`src/rtl/odd_result_pipe.sv`:
```
// -----------------------------------------------------------------------------
// odd_result_pipe
//
// Result delay line behind the odd pipe (permute, load/store, branch units).
// Every result packet enters stage 1 and moves one stage per clock until it
// retires from stage DEPTH.
//
// A packet is captured on edge N. It sits in stage k after edge N+k-1, and it
// drives the writeback port while it is in stage DEPTH.
//
// The producing unit's latency, stored with the packet, sets the first stage
// from which the value may be forwarded to the issue stage.
//
// Ports
//   clock, reset          rising-edge clock, asynchronous active-low reset
//   in_wrt_en             incoming packet valid (writes a register)
//   in_rt_address         destination register of the incoming packet
//   in_value              128-bit result data
//   in_latency            producing unit latency (0 treated as 1, clamped to DEPTH)
//   flush                 branch redirect, kills stages 1..FLUSH_STAGES
//   q_r{a,b,c}_addr       operand lookup addresses
//   q_r{a,b,c}_hit        youngest match is ready, value forwarded
//   q_r{a,b,c}_value      forwarded data, 0 without a hit
//   q_r{a,b,c}_pending    youngest match not ready yet, issue must stall
//   wb_en/rt_address/value  register-file writeback from stage DEPTH
// -----------------------------------------------------------------------------
module odd_result_pipe #(
  parameter int DEPTH        = 7,
  parameter int FLUSH_STAGES = 1
) (
  input  logic         clock,
  input  logic         reset,
  input  logic         in_wrt_en,
  input  logic [6:0]   in_rt_address,
  input  logic [127:0] in_value,
  input  logic [2:0]   in_latency,
  input  logic         flush,
  input  logic [6:0]   q_ra_addr,
  input  logic [6:0]   q_rb_addr,
  input  logic [6:0]   q_rc_addr,
  output logic         q_ra_hit,
  output logic         q_rb_hit,
  output logic         q_rc_hit,
  output logic [127:0] q_ra_value,
  output logic [127:0] q_rb_value,
  output logic [127:0] q_rc_value,
  output logic         q_ra_pending,
  output logic         q_rb_pending,
  output logic         q_rc_pending,
  output logic         wb_en,
  output logic [6:0]   wb_rt_address,
  output logic [127:0] wb_value
);

  // The stored latency is 3 bits wide, so at most 7 stages can be addressed.
  localparam logic [2:0] DEPTH_L = 3'(DEPTH);
  localparam int         NQ      = 3;

  // ---------------------------------------------------------------------------
  // Delay-line storage, stage 1 (youngest) .. DEPTH (oldest)
  // ---------------------------------------------------------------------------
  logic         r_valid [1:DEPTH];
  logic [6:0]   r_rt    [1:DEPTH];
  logic [127:0] r_value [1:DEPTH];
  logic [2:0]   r_lat   [1:DEPTH];

  logic [2:0]   w_lat_norm;
  logic         w_kill_s1;
  logic         w_ready [1:DEPTH];

  // Latency normalisation at capture.
  always_comb begin
    if (in_latency == 3'd0) begin
      w_lat_norm = 3'd1;
    end else if (in_latency > DEPTH_L) begin
      w_lat_norm = DEPTH_L;
    end else begin
      w_lat_norm = in_latency;
    end
  end

  assign w_kill_s1 = flush && (FLUSH_STAGES >= 1);

  // The pipe never stalls. On a flush, only the valid bits of the young stages
  // are cleared; their data fields may shift in, but they are never observed.
  always_ff @(posedge clock or negedge reset) begin
    if (!reset) begin
      for (int s = 1; s <= DEPTH; s++) begin
        r_valid[s] <= 1'b0;
        r_rt[s]    <= '0;
        r_value[s] <= '0;
        r_lat[s]   <= '0;
      end
    end else begin
      r_valid[1] <= in_wrt_en && !w_kill_s1;
      r_rt[1]    <= in_rt_address;
      r_value[1] <= in_value;
      r_lat[1]   <= w_lat_norm;
      for (int s = 2; s <= DEPTH; s++) begin
        r_valid[s] <= r_valid[s-1] && !(flush && (s <= FLUSH_STAGES));
        r_rt[s]    <= r_rt[s-1];
        r_value[s] <= r_value[s-1];
        r_lat[s]   <= r_lat[s-1];
      end
    end
  end

  // An entry becomes forwardable once its stage number reaches its latency.
  always_comb begin
    for (int s = 1; s <= DEPTH; s++) begin
      w_ready[s] = (3'(s) >= r_lat[s]);
    end
  end

  // ---------------------------------------------------------------------------
  // Operand forwarding. The first match found from stage 1 upward decides the
  // result. An older ready copy behind an unready younger one is stale data,
  // so that case reports pending rather than a hit.
  // ---------------------------------------------------------------------------
  logic [6:0]   w_q_addr  [NQ];
  logic         w_q_hit   [NQ];
  logic         w_q_pend  [NQ];
  logic [127:0] w_q_value [NQ];
  logic         w_q_found [NQ];

  assign w_q_addr[0] = q_ra_addr;
  assign w_q_addr[1] = q_rb_addr;
  assign w_q_addr[2] = q_rc_addr;

  always_comb begin
    for (int q = 0; q < NQ; q++) begin
      w_q_hit[q]   = 1'b0;
      w_q_pend[q]  = 1'b0;
      w_q_value[q] = '0;
      w_q_found[q] = 1'b0;
      for (int s = 1; s <= DEPTH; s++) begin
        if (!w_q_found[q] && r_valid[s] && (r_rt[s] == w_q_addr[q])) begin
          w_q_found[q] = 1'b1;
          if (w_ready[s]) begin
            w_q_hit[q]   = 1'b1;
            w_q_value[q] = r_value[s];
          end else begin
            w_q_pend[q] = 1'b1;
          end
        end
      end
    end
  end

  assign q_ra_hit     = w_q_hit[0];
  assign q_rb_hit     = w_q_hit[1];
  assign q_rc_hit     = w_q_hit[2];
  assign q_ra_value   = w_q_value[0];
  assign q_rb_value   = w_q_value[1];
  assign q_rc_value   = w_q_value[2];
  assign q_ra_pending = w_q_pend[0];
  assign q_rb_pending = w_q_pend[1];
  assign q_rc_pending = w_q_pend[2];

  // ---------------------------------------------------------------------------
  // Writeback from the oldest stage. The outputs are gated to 0 when the stage
  // is empty, because flushed entries still carry data.
  // ---------------------------------------------------------------------------
  assign wb_en         = r_valid[DEPTH];
  assign wb_rt_address = r_valid[DEPTH] ? r_rt[DEPTH]    : 7'd0;
  assign wb_value      = r_valid[DEPTH] ? r_value[DEPTH] : 128'd0;

endmodule

```
`config.mk`:
```
export PLATFORM = sky130hd
export DESIGN_NAME = odd_result_pipe
export DESIGN_NICKNAME = d
export VERILOG_FILES = /design/src/rtl/odd_result_pipe.sv
export SDC_FILE = /design/constraint.sdc
export NUM_CORES = 2
export LEC_CHECK = 0
export ABC_AREA = 1
export CAP_MARGIN = 20
export CORE_ASPECT_RATIO = 0.9
export CORE_MARGIN = 2
export CORE_UTILIZATION = 57
export CTS_CLUSTER_SIZE = 16
export DETAILED_ROUTE_END_ITERATION = 8
export PLACE_DENSITY = 0.84
export SYNTH_ARGS = -nofsm -noshare
export SYNTH_HDL_FRONTEND = slang
export SYNTH_SLANG_ARGS = --single-unit
```
`constraint.sdc`:
```
create_clock -name clock -period 2.24 [get_ports clock]
set_input_delay 0.224 -clock clock [delete_from_list [all_inputs] [get_ports clock]]
set_output_delay 0.224 -clock clock [all_outputs]
set_load 0.01 [all_outputs]
```
==> results of run 1 <==
[stage by stage]
step           utilization  setup slack, ns  hold WS [ns]  setup TNS (ns)  cell area [um2]
2_1_floorplan            -           0.0823       -0.0716               0            59300
3_3_place_gp         0.716            -1.64         0.188         -543.90            74100
3_5_place_dp         0.716            -1.63         0.178         -550.58            74100
4_1_cts              0.787            -1.49       0.00198         -614.59            81400
[layer usage]
layer	GRT overflow	GRT usage
met2	24	0.855
met5	0	0.493
met3	5	0.632
met1	3	0.795
met4	18	0.580
[cells in the mapped netlist, types with 3 or more instances]
cell,n
o21ai_0,143
nor2_2,7
nor2_4,7
o22ai_1,9
buf_2,245
nand3_1,1034
nor3_2,3
dfrtp_1,970
nand3b_1,19
inv_1,1281
inv_4,3
a21oi_1,245
buf_1,34
o2111ai_1,4
inv_2,32
nand3_2,9
clkbuf_1,261
nand2_1,3174
o21ai_1,55
xor2_1,17
nand4_1,251
xnor2_1,12
buf_4,46
nor3_1,6
buf_6,9
nand2_2,3
nor2_1,1456
o211ai_1,3
or2_2,4
[cell families after synthesis]
logic type | Yosys count
XOR/XNOR | 29
AND/OR/NAND/NOR | 5984
buffers and inverters | 1913
flip-flops | 970
AO/OA/AOI/OAI | 465
[repair_timing]
action	in CTS
buffers inserted	103
cloned	45
pin swaps	69
setup endpoints to repair	518
hold endpoints to repair	611
gates resized for setup	958
hold buffers	94
==> out/metrics.yaml, run 1 <==
largest_net_degree_at_the_start_of_global_routing: 89
dp_hpwl_mm: 195
error_line: "[ERROR GRT-0232] Routing congestion too high. Check the congestion heatmap in the GUI."
synth_enable_flop_cells: 0
synth-simple-area-share: 0.416
synth_adder_area_share: 0
die_width_um: 344
placementRows: 112
cts_sinks: 970
ys.warnings.count: 0
htree_levels: 3
yosysTopAreaCell: "dfrtp_1"
status: "did not finish"
netlist_top_cells_area: "dfrtp_1 (41%), nand2_1 (20%), nor2_1 (9.2%)"
synth_flop_type: "dfrtp_1"
synth-compound-area-share: 0.0401
worst_endpoint_kind: "output port"
port_buffers: 688
seq_area_frac_synth: 0.409
clock-root-buffer: "clkbuf_16"
syn_nets: 9524
cts-buffers-inserted: 106
netlist_instances: 9361
grt.overflow.total: 50
synth_async_reset_ratio: 1.00
grt_usage: 0.739
io_pins: 689
crit_endpoint: "q_ra_value[34]"
postSynthAreaPerCell_um2: 6.34
gpl_congestion: 1.09
synth_xor_area_frac: 0.00428
effective_utilization_at_floorplan: 0.574
ys_ff_latch: 970
synth_cell_area_mm2: 0.0593
clk_path_buf_depth: 3
antenna_found_initial: 64
flow.stopped_at: "global routing (5_1_grt)"
synth_top_area_share: 0.409
synth_unique_cells: 41
place_inst: 11596
yosys-mux-area-fraction: 0
die_y_um: 310
combinational_family_with_the_most_area_after_synthesis: "simple AND/OR/NAND/NOR gates"
==> inputs of run 2 (changes only) <==
- CORE_ASPECT_RATIO: 0.9 -> unset
- CORE_UTILIZATION: 57 -> 40
- CTS_CLUSTER_SIZE: 16 -> unset
- PLACE_DENSITY: 0.84 -> unset
- PLACE_DENSITY_LB_ADDON: unset -> 0.15
==> run 2 against run 1 <==
The flow now finishes, with violations (setup timing). Synthesized cell count did not move. Area after synthesis did not move.
==> out/metrics.yaml, run 2 <==
postSynthAreaPerCell_um2: 6.34  # unchanged
netlist_instances: 9361  # unchanged
htree_levels: 3  # unchanged
layout_top_registers: "r_value (896), r_rt (49), r_lat (18)"
die_y_um: 389  # +25%
largest_reg_flops: 896
power.density_mw_per_mm2: 522
violations: "setup timing"
dpl_cell_area_mm2: 0.0756  # +2.1%
routedWlPerCell_um: 23.8
io_pins: 689  # unchanged
antenna_found_initial: 14
yosys.cell_count.top_type: "nand2_1"
setup_viol: 526
port_buffers: 688  # unchanged
timing.hold.worst.class: "primary input to register"
placementRows: 141  # +26%
timing.setup.critical_path_class: "register to primary output"
netlist_top_cells_area: "dfrtp_1 (41%), nand2_1 (20%), nor2_1 (9.2%)"
gpl_congestion: 1.02  # -6.2%
finish.instance_area_mm2: 0.0847
synth_top_area_share: 0.409  # unchanged
ir_drop_mv: 0.644
crit_arrival_ns: 3.64
seq_area_frac_synth: 0.409  # unchanged
grt.overflow.total: 0
fin_worst_hold_slack_ns: 0.0198
setup_ws_final_ns: -1.62
clock-root-buffer: "clkbuf_16"
largest_net_degree_at_the_start_of_global_routing: 103
ys_ff_latch: 970  # unchanged
synth_async_reset_ratio: 1.00  # unchanged
final_layout_fill_cell_count: 13877
min_period_over_period: 1.72
status: "finished with violations"
cts_sinks: 970  # unchanged
grt_pass1_vias: 67008
detail_route.drc_violations: 0
tightestPinTransition_ns: 0.860
effective_utilization_at_floorplan: 0.402  # -0.171
total_power_mw: 44.2
viasPerCell: 5.42
hold_viol_final: 0
synth_flop_type: "dfrtp_1"
final_nets: 10912
drt_iter0_markers: 8304
clkSlewWorstSetupHoldPaths_ns: 0.06
layout_min_cycle_time_ns: 3.86
final-seq-area_mm2: 0.0243
top_register: "r_value"
setup_repair_after_global_routing_missed_its_margin: "true"
yosysTopAreaCell: "dfrtp_1"
layout_commonest_cell: "nand2_1"
clk_path_buf_depth: 3  # unchanged
drive_above_1_share: 0.170
max_cap_viol_count: 0
grt_usage: 0.388
leakage_nw: 45.9
die_width_um: 389  # +13%
drt_pass1_iterations: 9
grt_pass1_wl_mm: 441
route.final.wire_length_mm: 304
cts-buffers-inserted: 117  # +10%
synth_cell_area_mm2: 0.0593  # unchanged
synth.cells.most_frequent: "nand2_1 (3174), nor2_1 (1456), inv_1 (1281), nand3_1 (1034), dfrtp_1 (970)"
tritoncts: "built"
area.growth.synth_to_final_pct: 42.7
worstPathMaxFanout: 13
synth_enable_flop_cells: 0  # unchanged
critical_path_required_ns: 2.02
synth_unique_cells: 41  # unchanged
skew_ns: 0.0376
syn_nets: 9524  # unchanged
multi_input_area_mm2: 0.0287
ys.warnings.count: 0  # unchanged
most_frequent_cells_in_the_layout: "nand2_1 (3012), nor2_1 (1414), inv_1 (1258)"
achievable-frequency_mhz: 259
slew_headroom: 0.426
placeableCoreArea_mm2: 0.147
die_area_mm2: 0.151
startpoint_type_of_the_worst_setup_path: "register"
pre_cts_ws_ns: -2.10  # -0.468 ns
worstSkewPairLatency_ns: 0.77
dp_hpwl_mm: 206  # +6.0%
maxSlewViolCount: 0
num_vias: 69235
worstSetupEndpointType: "primary output"
route.antenna.remaining_nets: 0
-- run 2: cell counts after synthesis --
No cell type changed its count.
-- run 2: kinds of logic (layout without fill, tap and decap cells) --
family,after synthesis,count (layout),share of synthesized area
AOI/OAI and AO/OA,465,465,0.0401
and+or+nand+nor,5984,5984,0.416
buffers and inverters,1913,3397,0.130
DFF,970,970,0.409
xor gates and xnor gates,29,29,0.00428
other,0,5,0
-- run 2: layer usage --
metal | vias to the layer above | global-route usage | part of all wire
met5 | - | 0 | 0.00039
met4 | 18 | 0.223 | 0.065
met3 | 982 | 0.0960 | 0.11
met2 | 4258 | 0.590 | 0.44
li1 | 31420 | - | -
met1 | 32557 | 0.502 | 0.39
-- run 2: per-stage QoR --
| stage | TNS (ns) | utilization | std cells |
|---|---|---|---|
| global placement | -730.87 | 0.512 | 12219 |
| finish | -670.44 | 0.574 | 12780 |
| floorplan | 0 | - | 9361 |
| detailed placement | -674.87 | 0.513 | 12221 |
| CTS | -691.09 | 0.566 | 12710 |
| global route | -730.19 | 0.574 | 12776 |
-- run 2: where the power goes --
group          internal [mW]  total, mW  switching [mW]
Sequential              18.4       19.4           0.954
Clock                   11.6       20.1            8.45
Combinational           1.89       4.74            2.85
Total                   31.9       44.2            12.3
-- run 2: final timing paths --
kind                                              from                     end  slack (ns)  cells after the start
worst max register to register     r_lat[14]$_DFF_PN0_     r_lat[11]$_DFF_PN0_        1.22                      2
min in group asynchronous                        reset  r_value[240]$_DFF_PN0_        0.04                      2
worst min-delay path                     in_value[123]  r_value[891]$_DFF_PN0_        0.02                      1
worst max-delay path                r_rt[21]$_DFF_PN0_          q_ra_value[48]       -1.62                     16
max in group asynchronous                        reset  r_value[397]$_DFF_PN0_        1.13                      3
worst min register to register  r_value[252]$_DFF_PN0_  r_value[124]$_DFF_PN0_        0.34                      0
-- run 2: what timing repair did --
action,in CTS,in global routing
setup endpoints to repair,526,526
endpoints found under the hold margin,698,0
gates cloned,33,13
setup buffers,133,61
hold buffers,115,0
pin swaps,116,77
gates resized for setup,1097,314
-- run 2: area by class of cell --
class	instances	area share
timing repair buffer	1863	0.239
multi-input combinational	6478	0.339
inverter	1318	0.0596
antenna	5	0.000148
clock buffer	162	0.0398
tap	1930	0.0285
clock inverter	53	0.00711
sequential	970	0.287
timing repair inverter	1	0.0000739
-- run 2: worst max-delay path: stages (launching register included) --
cell	delay, ns
dfrtp_1	0.48
inv_1	0.10
nand2_1	0.10
nand2_1	0.06
nor2_1	0.10
nand3_1	0.12
nor2_4	0.17
buf_12	0.21
nand4_1	0.18
buf_4	0.27
buf_12	0.18
nand4_1	0.09
nand2_1	0.05
nand2_1	0.07
nand2_1	0.06
nand2_1	0.06
clkdlybuf4s50_1	0.52
Note: power is estimated with default switching activity, not from simulation.
